==> src/rtl/int_seq_if.sv <==
// Core-side bundle for the trap/interrupt sequencer: trap events, pipeline context,
// CSR snapshot in; stall, CSR write port and fetch redirect out.
interface int_seq_if #(parameter int XLEN = 32);
    logic            ecall_i;
    logic            ebreak_i;
    logic            mret_i;
    logic            ext_irq_i;
    logic            tmr_irq_i;
    logic [XLEN-1:0] inst_addr_i;
    logic            ex_branch_i;
    logic [XLEN-1:0] ex_target_i;
    logic            mem_busy_i;
    logic [XLEN-1:0] mstatus_i;
    logic [XLEN-1:0] mtvec_i;
    logic [XLEN-1:0] mepc_i;
    logic            stallreq_o;
    logic            csr_we_o;
    logic [11:0]     csr_waddr_o;
    logic [XLEN-1:0] csr_wdata_o;
    logic            int_assert_o;
    logic [XLEN-1:0] int_addr_o;

    modport master (
        output ecall_i, ebreak_i, mret_i, ext_irq_i, tmr_irq_i, inst_addr_i,
               ex_branch_i, ex_target_i, mem_busy_i, mstatus_i, mtvec_i, mepc_i,
        input  stallreq_o, csr_we_o, csr_waddr_o, csr_wdata_o, int_assert_o, int_addr_o
    );

    modport slave (
        input  ecall_i, ebreak_i, mret_i, ext_irq_i, tmr_irq_i, inst_addr_i,
               ex_branch_i, ex_target_i, mem_busy_i, mstatus_i, mtvec_i, mepc_i,
        output stallreq_o, csr_we_o, csr_waddr_o, csr_wdata_o, int_assert_o, int_addr_o
    );
endinterface

==> src/rtl/int_seq.sv <==
// Trap/interrupt sequencer: stalls the core, writes mepc/mcause/mstatus one per cycle,
// then issues a single-cycle fetch redirect to mtvec (trap) or mepc (mret).
module int_seq #(
    parameter int              XLEN       = 32,
    parameter logic [XLEN-1:0] MCAUSE_EXT = 32'h8000000B,
    parameter logic [XLEN-1:0] MCAUSE_TMR = 32'h80000007
) (
    input  logic     clk,
    input  logic     rst,
    int_seq_if.slave bus
);
    localparam logic [11:0] A_MSTATUS = 12'h300;
    localparam logic [11:0] A_MEPC    = 12'h341;
    localparam logic [11:0] A_MCAUSE  = 12'h342;

    typedef enum logic [2:0] {IDLE, WAIT_MEM, WR_MEPC, WR_MCAUSE, WR_MSTATUS, JUMP} state_t;

    typedef struct packed {
        logic            we;
        logic [11:0]     addr;
        logic [XLEN-1:0] data;
    } csr_wr_t;

    state_t          state;
    csr_wr_t         csr_q;
    logic            int_assert_q;
    logic [XLEN-1:0] int_addr_q;
    logic            mret_q;
    logic [XLEN-1:0] cause_q;
    logic [XLEN-1:0] mepc_q;

    logic            ev;
    logic            ev_mret;
    logic            ev_async;
    logic [XLEN-1:0] ev_cause;
    logic [XLEN-1:0] ev_pc;

    function automatic csr_wr_t csr_wr(input logic [11:0] addr, input logic [XLEN-1:0] data);
        csr_wr_t w;
        w.we   = 1'b1;
        w.addr = addr;
        w.data = data;
        return w;
    endfunction

    // Trap stacks MIE into MPIE and disables; mret restores MIE and sets MPIE.
    function automatic csr_wr_t mstatus_wr(input logic is_mret, input logic [XLEN-1:0] mst);
        logic [XLEN-1:0] d;
        d = mst;
        if (is_mret) begin
            d[3] = mst[7];
            d[7] = 1'b1;
        end else begin
            d[7] = mst[3];
            d[3] = 1'b0;
        end
        return csr_wr(A_MSTATUS, d);
    endfunction

    always_comb begin
        ev       = 1'b1;
        ev_mret  = 1'b0;
        ev_async = 1'b0;
        ev_cause = '0;
        if (bus.ecall_i)                          ev_cause = XLEN'(11);
        else if (bus.ebreak_i)                    ev_cause = XLEN'(3);
        else if (bus.mret_i)                      ev_mret  = 1'b1;
        else if (bus.ext_irq_i && bus.mstatus_i[3]) begin
            ev_cause = MCAUSE_EXT;
            ev_async = 1'b1;
        end else if (bus.tmr_irq_i && bus.mstatus_i[3]) begin
            ev_cause = MCAUSE_TMR;
            ev_async = 1'b1;
        end else                                  ev = 1'b0;
    end

    // An IRQ taken under a taken branch must return to the branch target, not the ID PC.
    assign ev_pc = (ev_async && bus.ex_branch_i) ? bus.ex_target_i : bus.inst_addr_i;

    assign bus.stallreq_o   = (state == IDLE) ? ev : (state != JUMP);
    assign bus.csr_we_o     = csr_q.we;
    assign bus.csr_waddr_o  = csr_q.addr;
    assign bus.csr_wdata_o  = csr_q.data;
    assign bus.int_assert_o = int_assert_q;
    assign bus.int_addr_o   = int_addr_q;

    always_ff @(posedge clk) begin
        if (rst) begin
            state        <= IDLE;
            csr_q        <= '0;
            int_assert_q <= 1'b0;
            int_addr_q   <= '0;
            mret_q       <= 1'b0;
            cause_q      <= '0;
            mepc_q       <= '0;
        end else begin
            csr_q        <= '0;
            int_assert_q <= 1'b0;
            int_addr_q   <= '0;
            case (state)
                IDLE: if (ev) begin
                    mret_q  <= ev_mret;
                    cause_q <= ev_cause;
                    mepc_q  <= ev_pc;
                    if (bus.mem_busy_i) state <= WAIT_MEM;
                    else if (ev_mret) begin
                        state <= WR_MSTATUS;
                        csr_q <= mstatus_wr(1'b1, bus.mstatus_i);
                    end else begin
                        state <= WR_MEPC;
                        csr_q <= csr_wr(A_MEPC, ev_pc);
                    end
                end
                WAIT_MEM: if (!bus.mem_busy_i) begin
                    if (mret_q) begin
                        state <= WR_MSTATUS;
                        csr_q <= mstatus_wr(1'b1, bus.mstatus_i);
                    end else begin
                        state <= WR_MEPC;
                        csr_q <= csr_wr(A_MEPC, mepc_q);
                    end
                end
                WR_MEPC: begin
                    state <= WR_MCAUSE;
                    csr_q <= csr_wr(A_MCAUSE, cause_q);
                end
                WR_MCAUSE: begin
                    state <= WR_MSTATUS;
                    csr_q <= mstatus_wr(mret_q, bus.mstatus_i);
                end
                WR_MSTATUS: begin
                    state        <= JUMP;
                    int_assert_q <= 1'b1;
                    int_addr_q   <= mret_q ? bus.mepc_i : (bus.mtvec_i & ~XLEN'(3));
                end
                default: state <= IDLE;
            endcase
        end
    end
endmodule

==> src/flat_wrapper.sv <==
// flat-port wrapper written by rule: the top's interface ports become plain ports
module int_seq_flat 
#(
    parameter int              XLEN       = 32,
    parameter logic [XLEN-1:0] MCAUSE_EXT = 32'h8000000B,
    parameter logic [XLEN-1:0] MCAUSE_TMR = 32'h80000007
)
  (clk, rst, bus_ecall_i, bus_ebreak_i, bus_mret_i, bus_ext_irq_i, bus_tmr_irq_i, bus_inst_addr_i, bus_ex_branch_i, bus_ex_target_i, bus_mem_busy_i, bus_mstatus_i, bus_mtvec_i, bus_mepc_i, bus_stallreq_o, bus_csr_we_o, bus_csr_waddr_o, bus_csr_wdata_o, bus_int_assert_o, bus_int_addr_o);
  int_seq_if #(.XLEN(XLEN)) bus_i ();
  input  logic clk;
  input  logic rst;
  input wire logic [$bits(bus_i.ecall_i)-1:0] bus_ecall_i;
  input wire logic [$bits(bus_i.ebreak_i)-1:0] bus_ebreak_i;
  input wire logic [$bits(bus_i.mret_i)-1:0] bus_mret_i;
  input wire logic [$bits(bus_i.ext_irq_i)-1:0] bus_ext_irq_i;
  input wire logic [$bits(bus_i.tmr_irq_i)-1:0] bus_tmr_irq_i;
  input wire logic [$bits(bus_i.inst_addr_i)-1:0] bus_inst_addr_i;
  input wire logic [$bits(bus_i.ex_branch_i)-1:0] bus_ex_branch_i;
  input wire logic [$bits(bus_i.ex_target_i)-1:0] bus_ex_target_i;
  input wire logic [$bits(bus_i.mem_busy_i)-1:0] bus_mem_busy_i;
  input wire logic [$bits(bus_i.mstatus_i)-1:0] bus_mstatus_i;
  input wire logic [$bits(bus_i.mtvec_i)-1:0] bus_mtvec_i;
  input wire logic [$bits(bus_i.mepc_i)-1:0] bus_mepc_i;
  output wire logic [$bits(bus_i.stallreq_o)-1:0] bus_stallreq_o;
  output wire logic [$bits(bus_i.csr_we_o)-1:0] bus_csr_we_o;
  output wire logic [$bits(bus_i.csr_waddr_o)-1:0] bus_csr_waddr_o;
  output wire logic [$bits(bus_i.csr_wdata_o)-1:0] bus_csr_wdata_o;
  output wire logic [$bits(bus_i.int_assert_o)-1:0] bus_int_assert_o;
  output wire logic [$bits(bus_i.int_addr_o)-1:0] bus_int_addr_o;
  assign bus_i.ecall_i = bus_ecall_i;
  assign bus_i.ebreak_i = bus_ebreak_i;
  assign bus_i.mret_i = bus_mret_i;
  assign bus_i.ext_irq_i = bus_ext_irq_i;
  assign bus_i.tmr_irq_i = bus_tmr_irq_i;
  assign bus_i.inst_addr_i = bus_inst_addr_i;
  assign bus_i.ex_branch_i = bus_ex_branch_i;
  assign bus_i.ex_target_i = bus_ex_target_i;
  assign bus_i.mem_busy_i = bus_mem_busy_i;
  assign bus_i.mstatus_i = bus_mstatus_i;
  assign bus_i.mtvec_i = bus_mtvec_i;
  assign bus_i.mepc_i = bus_mepc_i;
  assign bus_stallreq_o = bus_i.stallreq_o;
  assign bus_csr_we_o = bus_i.csr_we_o;
  assign bus_csr_waddr_o = bus_i.csr_waddr_o;
  assign bus_csr_wdata_o = bus_i.csr_wdata_o;
  assign bus_int_assert_o = bus_i.int_assert_o;
  assign bus_int_addr_o = bus_i.int_addr_o;
  int_seq #(.XLEN(XLEN), .MCAUSE_EXT(MCAUSE_EXT), .MCAUSE_TMR(MCAUSE_TMR)) u_core (.clk(clk), .rst(rst), .bus(bus_i));
endmodule
==> config.mk <==
export PLATFORM = sky130hd
export DESIGN_NAME = int_seq_flat
export DESIGN_NICKNAME = d
export VERILOG_FILES = /design/src/rtl/int_seq_if.sv /design/src/rtl/int_seq.sv /design/src/flat_wrapper.sv
export SDC_FILE = /design/constraint.sdc
export NUM_CORES = 1
export LEC_CHECK = 0
export BUFFER_PORTS_ARGS = -buffer_cell sky130_fd_sc_hd__buf_2
export CORE_ASPECT_RATIO = 1.5
export CORE_UTILIZATION = 46
export DETAILED_ROUTE_END_ITERATION = 10
export GPL_TIMING_DRIVEN = 0
export MAX_ROUTING_LAYER = met4
export PLACE_DENSITY_LB_ADDON = 0.12
export SLEW_MARGIN = 20
export SYNTH_ARGS = -nofsm -noshare
export SYNTH_HDL_FRONTEND = slang
export SYNTH_SLANG_ARGS = --single-unit
==> constraint.sdc <==
create_clock -name clk -period 2.4 [get_ports clk]
set_clock_uncertainty 0.2 [all_clocks]
set_input_delay 0.48 -clock clk [delete_from_list [all_inputs] [get_ports clk]]
set_output_delay 0.48 -clock clk [all_outputs]
set_load 0.05 [all_outputs]
* After elaboration in Yosys (flattened, before gate mapping)
Cells that the tools add are included.
** Word-level totals
- Register bits :: 146
- Bits in latches :: 0
- RAM bits :: 0
- ROM bits :: 0
- Input port bits :: 169
- Output and inout port bits :: 79
- Logic and storage cells :: 61
- Memories kept :: 0
** Cells by class
- $add $sub $neg :: 0
- Multiply operators :: 0
- Div/mod/pow operators :: 0
- Order comparisons :: 0
- Eq/ne operators :: 7
- Shifts and indexed selects :: 0
- Muxes and demuxes :: 34
- Bitwise logic cells :: 2
- Reduce and logical (&&, ||, !) cells :: 8
** Operators with widths (number)
- 2-to-1 mux 32 bit :: 7
- case mux 45 bit (4 select lines) :: 1
- 2-to-1 mux 45 bit :: 3
- 2-to-1 mux 39 bit :: 2
- 2-to-1 mux 1 bit :: 15
- 2-to-1 mux 3 bit :: 5
- case mux 3 bit (5 select lines) :: 1
- equality test 3 x 2 -> 1 bit, second input constant :: 2
- AND reduction 2 bit :: 2
- equality test 3 x 1 -> 1 bit, second input constant :: 1
- equality test 3 bit, second input constant :: 1
- logical AND 1 bit :: 3
- zero test 3 bit :: 1
- inequality test 3 bit, second input constant :: 1
- OR reduction 3 bit :: 1
- inequality test 2 x 1 -> 1 bit, second input constant :: 1
- inequality test 2 bit, second input constant :: 1
- inverter 1 bit :: 2
- OR reduction 2 bit :: 1

* Depth between registers and ports, before layout
Gate-level depths: netlist of run 1.
- Depth after elaboration :: 12
- Mapped depth :: 7
- Gate-level depth less buffers :: 5

* Worst setup path before layout of run 1
OpenSTA, ideal clock, no wires.
- Path kind :: input to output
- From :: in bus_tmr_irq_i
- To :: out bus_stallreq_o
- Arrival time :: 1873 ps
- Required time :: 1720 ps
- Slack :: -153 ps
- Stages :: 3
- Path buffers :: 0
- Cells stage by stage :: o21a_1 > nor4_1 > o21ai_0
** Between the ends
- Word-level cells in the longest chain between the ends :: 7
** Ends and longest elaborated chain
- from (decl) :: line flat_wrapper.sv:16 : input wire logic [$bits(bus_i.tmr_irq_i)-1:0] bus_tmr_irq_i;
- logical AND 1 bit :: line int_seq.sv:71 : end else if (bus.tmr_irq_i && bus.mstatus_i[3]) begin
- 2-to-1 mux 1 bit :: line int_seq.sv:71
- 2-to-1 mux 1 bit :: line int_seq.sv:68 : else if (bus.ext_irq_i && bus.mstatus_i[3]) begin
- 2-to-1 mux 1 bit :: line int_seq.sv:67 : else if (bus.mret_i) ev_mret = 1'b1;
- 2-to-1 mux 1 bit :: line int_seq.sv:66 : else if (bus.ebreak_i) ev_cause = XLEN'(3);
- 2-to-1 mux 1 bit :: line int_seq.sv:65 : if (bus.ecall_i) ev_cause = XLEN'(11);
- 2-to-1 mux 1 bit :: line int_seq.sv:80 : assign bus.stallreq_o = (state == IDLE) ? ev : (state != JUMP);
- to (decl) :: line flat_wrapper.sv:24 : output wire logic [$bits(bus_i.stallreq_o)-1:0] bus_stallreq_o;
No other way between the ends.

* Final worst setup path of run 1
- From :: in bus_ecall_i
- To :: out bus_stallreq_o
** Between the ends
- Word-level cells in the longest chain between the ends :: 2
** Ends and longest elaborated chain
- from (decl) :: line flat_wrapper.sv:12 : input wire logic [$bits(bus_i.ecall_i)-1:0] bus_ecall_i;
- 2-to-1 mux 1 bit :: line int_seq.sv:65
- 2-to-1 mux 1 bit :: line int_seq.sv:80
No other way between the ends.

==> results of run 1 <==
-- power breakdown --
part	switching, uW	leakage, uW	internal (uW)	total (uW)
sequential	108	0.000890	2040	2150
clock	646	0.000152	936	1580
combinational	1240	0.00188	580	1820
-- worst max-delay path by stage --
| stage | start | to | slack, ns | cells past startpoint |
|---|---|---|---|---|
| after CTS | bus_ecall_i | bus_stallreq_o | 0.07 | 5 |
| final | bus_ecall_i | bus_stallreq_o | 0.03 | 5 |
| after detailed placement | bus_ecall_i | u_core.bus.csr_wdata_o[5] | 0.04 | 6 |
| after global routing | u_core.state[2] | bus_stallreq_o | 0.02 | 5 |
| after global placement | bus_ecall_i | u_core.bus.csr_wdata_o[5] | 0.06 | 6 |
| after floorplan | bus_tmr_irq_i | bus_stallreq_o | 0.22 | 3 |
-- repair_timing --
action,in CTS,in global routing
gates resized for setup,0,1
endpoints found under the setup margin,0,1
endpoints found under the hold margin,0,0
-- layout make-up --
cell class                      count  area share (%)
Timing Repair Buffer              236            18.0
Buffer                             53            4.19
Clock buffer                       11            3.69
Multi-Input combinational cell    374            36.7
Clock inverter                      4            1.10
Sequential cell                   109            33.2
Tap cell                          141            2.68
Antenna cell                        1          0.0381
Inverter                            6           0.343
-- per-layer routing --
layer  routed length [um]  part of all wire (%)  track usage (%)
met1                 5750                    39             29.8
met2                 7780                    52             50.3
met3                  889                   6.0             4.44
met4                  424                   2.9             12.7
met5                    0                     0                -
-- registers in the layout, summed over array words and instances, names as in the netlist --
signal	cells
u_core.bus.csr_wdata_o	32
u_core.bus.csr_waddr_o	4
u_core.cause_q	4
u_core.mepc_q	32
u_core.state	3
u_core.mret_q	1
u_core.bus.int_addr_o	32
u_core.bus.int_assert_o	1
-- cells by family after synthesis --
group / synth area share (%)
simple gates: 19.7
compound gates: 23.1
flops: 44.8
buf+inv: 6.11
mux: 6.16
other cells: 0.0770
-- through the flow --
stage	utilization (%)	cell area, sq um
after floorplan	-	4890
after global placement	61.4	6250
after detailed placement	61.4	6250
after CTS	64.4	6570
after global routing	64.5	6570
final	64.5	6570
-- placed cells by master, fill, tap and decap left out, types with 3 or more instances in the layout --
cell / netlist / layout
a21oi_1: 38 / 38
a22oi_1: 4 / 4
a31oi_1: 3 / 3
a32oi_1: 31 / 31
and2_1: 30 / 30
and3_1: 5 / 5
buf_2: 16 / 251
buf_4: 11 / 11
clkbuf_1: 24 / 25
clkbuf_16: 0 / 9
conb_1: 1 / 7
dfxtp_1: 109 / 109
inv_1: 4 / 4
mux2i_1: 30 / 30
nand2_1: 88 / 88
nand3b_1: 3 / 3
nor2_1: 40 / 40
nor3_1: 4 / 4
nor3b_1: 3 / 3
o211ai_1: 4 / 4
o21ai_0: 8 / 7
o21ai_1: 8 / 9
o221ai_1: 7 / 7
o221ai_2: 20 / 20
-- tightest hold or removal path: stages --
cell and delay (ns):
buf_2 0.08, mux2i_1 0.05, nor2_1 0.07
==> flow_summary.ini, run 1 <==
[synth]
synth_cell_type_count = 54
synth_common_cells = 109 x dfxtp_1, 88 x nand2_1, 40 x nor2_1, 38 x a21oi_1, 31 x a32oi_1
netlist_area_sq_um = 4870
synth_top_area_cell = dfxtp_1
synth_area_leaders = dfxtp_1 45%, nand2_1 6.8%, mux2i_1 6.2%, o221ai_2 6.2%, a32oi_1 5.6%
synth-seq-cells = 109
ys_seq_area_share_pct = 44.8
synth_top_area_share_pct = 44.8
netlist_instances = 536
syn_avg_cell_area_sq_um = 9.09
yosys_warnings = 0
synthFlopType = dfxtp_1
yosysMostFrequentCell = dfxtp_1
async_reset_ff_share_pct = 0
synth-edff-count = 0

[drt]
post_drt_wl_per_cell_um = 15.9
drc = 0
vias = 4967
wl_um = 14800
dr.pass1.iters = 4
drtIter0Drc = 289
ant_nets = 0
viasPerCell = 5.31

[sta]
finalMaxSlewViolations = 0
holdWs_ns = 0.160
period_minus_slack_ns = 2.37
layout_setup_ws_ns = 0.0279
tns_ns = 0
period_share_pct = 98.8
worst_pin_slew_ns = 0.692
hold_violations = 0
fmax_mhz = 422
rsz0062_at_grt = no
final-setup-viol-count = 0
max_slew_margin_pct = 53.7

[critical_path]
start_kind = input pin
critPathRequiredTime_ns = 1.72
crit_path_top_delay_cell = or3_1
end_kind = output port
r2r-end = u_core.bus.csr_wdata_o[31]
path_delay_family = simple AND/OR/NAND/NOR gates
rr_startpoint = u_core.state[0]
cp.arrival_ns = 1.69
critPathKind = input pin to output port
path_max_fanout = 5
crit_path_cell_trace = buf_2 -> or3_1 -> nor4_1 -> o21ai_1 -> clkbuf_4
rrSetupSlack_ns = 0.14
critical_path.n_buffers_inverters = 2
worst_r2r_path_depth = 4
slowest_delay_ns = 0.48

[power]
p_per_area_nw_per_um2 = 844
p_total_uw = 5550
p_leak_uw = 0.00292
ir_worst_vdd_mv = 0.423

[global_routing]
grt_pass1_wl_um = 23400
grt_max_degree = 17
first_global_vias = 4865
antenna_found_initial = 1
grt_use_total_pct = 28.0
overflow = 0

[final_layout]
area.growth.synth_to_final_pct = 34.9
fin_nets = 958
final-seq-area_sq_um = 2180
multi_input_area_sq_um = 2410
nFillCells = 904
drive_gt1_share_pct = 39.6
stdcell_count = 935

[clocking]
hold_buffers = 0
clk_pin_slew_worst_paths_ns = 0.07
cts_buffers = 9
cts_sinks = 109
cts_tree = yes
insertion_delay_ns = 0.35
htreeDepth = 3
postCtsSetupRepairBufs = 0
cts-root-buf = clkbuf_16
clock_path_buffers = 2

[die]
start_util_pct = 47.8
die_w_um = 86.0
dieArea_sq_um = 11000
io_pins = 248
die_y_um = 128
core_area_sq_um = 10200
rows = 45

[place]
place_hpwl_um = 11600
port_buffers = 236
dp_cells = 919
dp_slack_ns = 0.0413
gp_congestion = 0.884

[min_path]
hold_class = input pin to flop
holdPathStages = 3
hp-start = bus_mtvec_i[28]
worstHoldEndpoint = u_core.bus.int_addr_o[28]

[outcome]
outcome = finished clean

[run]
drv_cap = 0
Power figures use the tool's default switching activity.
==> inputs of run 2 (changes only) <==
CELL_PAD_IN_SITES_DETAIL_PLACEMENT = 0   (was not set)
CELL_PAD_IN_SITES_GLOBAL_PLACEMENT = 1   (was not set)
CORE_UTILIZATION = 32   (was 46)
==> flow_summary.ini, run 2 (same netlist as run 1, synthesis figures left out) <==
[outcome]
outcome = finished clean

[die]
rows = 54
start_util_pct = 33.1
die_y_um = 153
die_w_um = 103
io_pins = 248
dieArea_sq_um = 15700
core_area_sq_um = 14700

[drt]
drtIter0Drc = 146
vias = 4910
drc = 0
wl_met2_um = 8530
wl_um = 16200
post_drt_wl_per_cell_um = 16.3
ant_nets = 0
dr.pass1.iters = 5
wl_met3_um = 1150
met1_length_um = 6270
topRoutingLayerUsed = met4
viasPerCell = 4.95

[place]
port_buffers = 236
place_hpwl_um = 12700
gp_congestion = 0.868
dp_slack_ns = -0.0332

[sta]
period_minus_slack_ns = 2.30
max_slew_margin_pct = 51.3
hold_violations = 0
rsz0062_at_grt = no
final-setup-viol-count = 0
finalMaxSlewViolations = 0
fmax_mhz = 435
layout_setup_ws_ns = 0.103
tns_ns = 0
period_share_pct = 95.7
worst_pin_slew_ns = 0.729

[critical_path]
path_delay_family = simple AND/OR/NAND/NOR gates
critPathKind = input pin to output port
start_kind = input pin
critical_path.n_buffers_inverters = 2
rr_startpoint = u_core.state[0]
critPathRequiredTime_ns = 1.72
crit_path_cell_trace = buf_2 -> or3_1 -> nor4_1 -> o21ai_1 -> clkbuf_4
end_kind = output port
cp.arrival_ns = 1.62
crit_path_top_delay_cell = or3_1
slowest_delay_ns = 0.47
path_max_fanout = 5
cp-startpoint = bus_ecall_i

[run]
drv_cap = 0

[global_routing]
overflow = 0
grt_max_degree = 20
first_global_vias = 4888
grt_use_total_pct = 21.1
antenna_found_initial = 1
grt_pass1_wl_um = 24900

[final_layout]
fin_nets = 958
area.growth.synth_to_final_pct = 35.9
drive_gt1_share_pct = 39.8
multi_input_area_sq_um = 2410
final_cell_mix = 251 x buf_2, 109 x dfxtp_1, 88 x nand2_1
nFillCells = 1554
final_common_cell = buf_2
final-seq-area_sq_um = 2180
fin_util_pct = 44.9

[power]
p_per_area_nw_per_um2 = 827
p_total_uw = 5480
ir_worst_vdd_mv = 0.382
p_leak_uw = 0.00292

[min_path]
hold_class = input pin to flop
hp-start = bus_mtvec_i[3]

[clocking]
htreeDepth = 3
cts_sinks = 109
hold_buffers = 0
cts_tree = yes
clk_pin_slew_worst_paths_ns = 0.08
cts-root-buf = clkbuf_16
insertion_delay_ns = 0.35
cts_buffers = 9
clock_path_buffers = 2
-- run 2: cell count changes in the layout (fill, tap and decap cells not counted), sizes merged --
cell      before  now
bufinv         2    0
clkbuf        36   35
clkinv         1    3
clkinvlp       1    0
inv            6    9
-- run 2: worst register-to-register path, cell delays in order, from the launching register on --
cell and delay (ns):
dfxtp_1 0.38, nor3_2 0.58, clkbuf_1 0.51, a32oi_1 0.26
o221ai_2 0.20
-- run 2: through the flow --
stage,hold WS [ns],cell area (sq um),cells
3_5_place_dp,0.248,6320,974
5_1_grt,0.155,6620,991
4_1_cts,0.151,6610,990
6_report,0.155,6620,991
2_1_floorplan,0.232,4890,542
3_3_place_gp,0.242,6320,974
-- run 2: power by group --
| part | internal, uW | switching (uW) |
|---|---|---|
| Combinational | 580 | 1260 |
| Clock | 755 | 739 |
| Sequential | 2040 | 105 |
-- run 2: final timing paths --
path         cells after the start  slack [ns]                         end
max                              5        0.10              bus_stallreq_o
min                              3        0.16    u_core.bus.int_addr_o[3]
max reg2reg                      4        0.20  u_core.bus.csr_wdata_o[28]
min reg2reg                      2        0.26           u_core.mepc_q[17]
-- run 2: area by class of cell --
cell class | instances | share of cell area (%)
repair buffers | 236 | 17.9
well taps | 196 | 3.71
diodes | 1 | 0.0378
plain buffers | 53 | 4.16
clock inverters | 6 | 0.813
clock buffers | 10 | 3.61
flip-flops and latches | 109 | 33.0
multi-input cells | 374 | 36.5
inverters | 6 | 0.340
-- run 2: repair_timing --
action,CTS,global route
endpoints found under the setup margin,0,1
setup buffers,0,0
gates resized for setup,0,1
-- run 2: per-layer routing --
layer / GRT usage [%] / vias to the layer above
li1: - / 2416
met1: 23.1 / 2262
met2: 37.6 / 214
met3: 4.25 / 18
met4: 6.51 / 0
met5: - / -
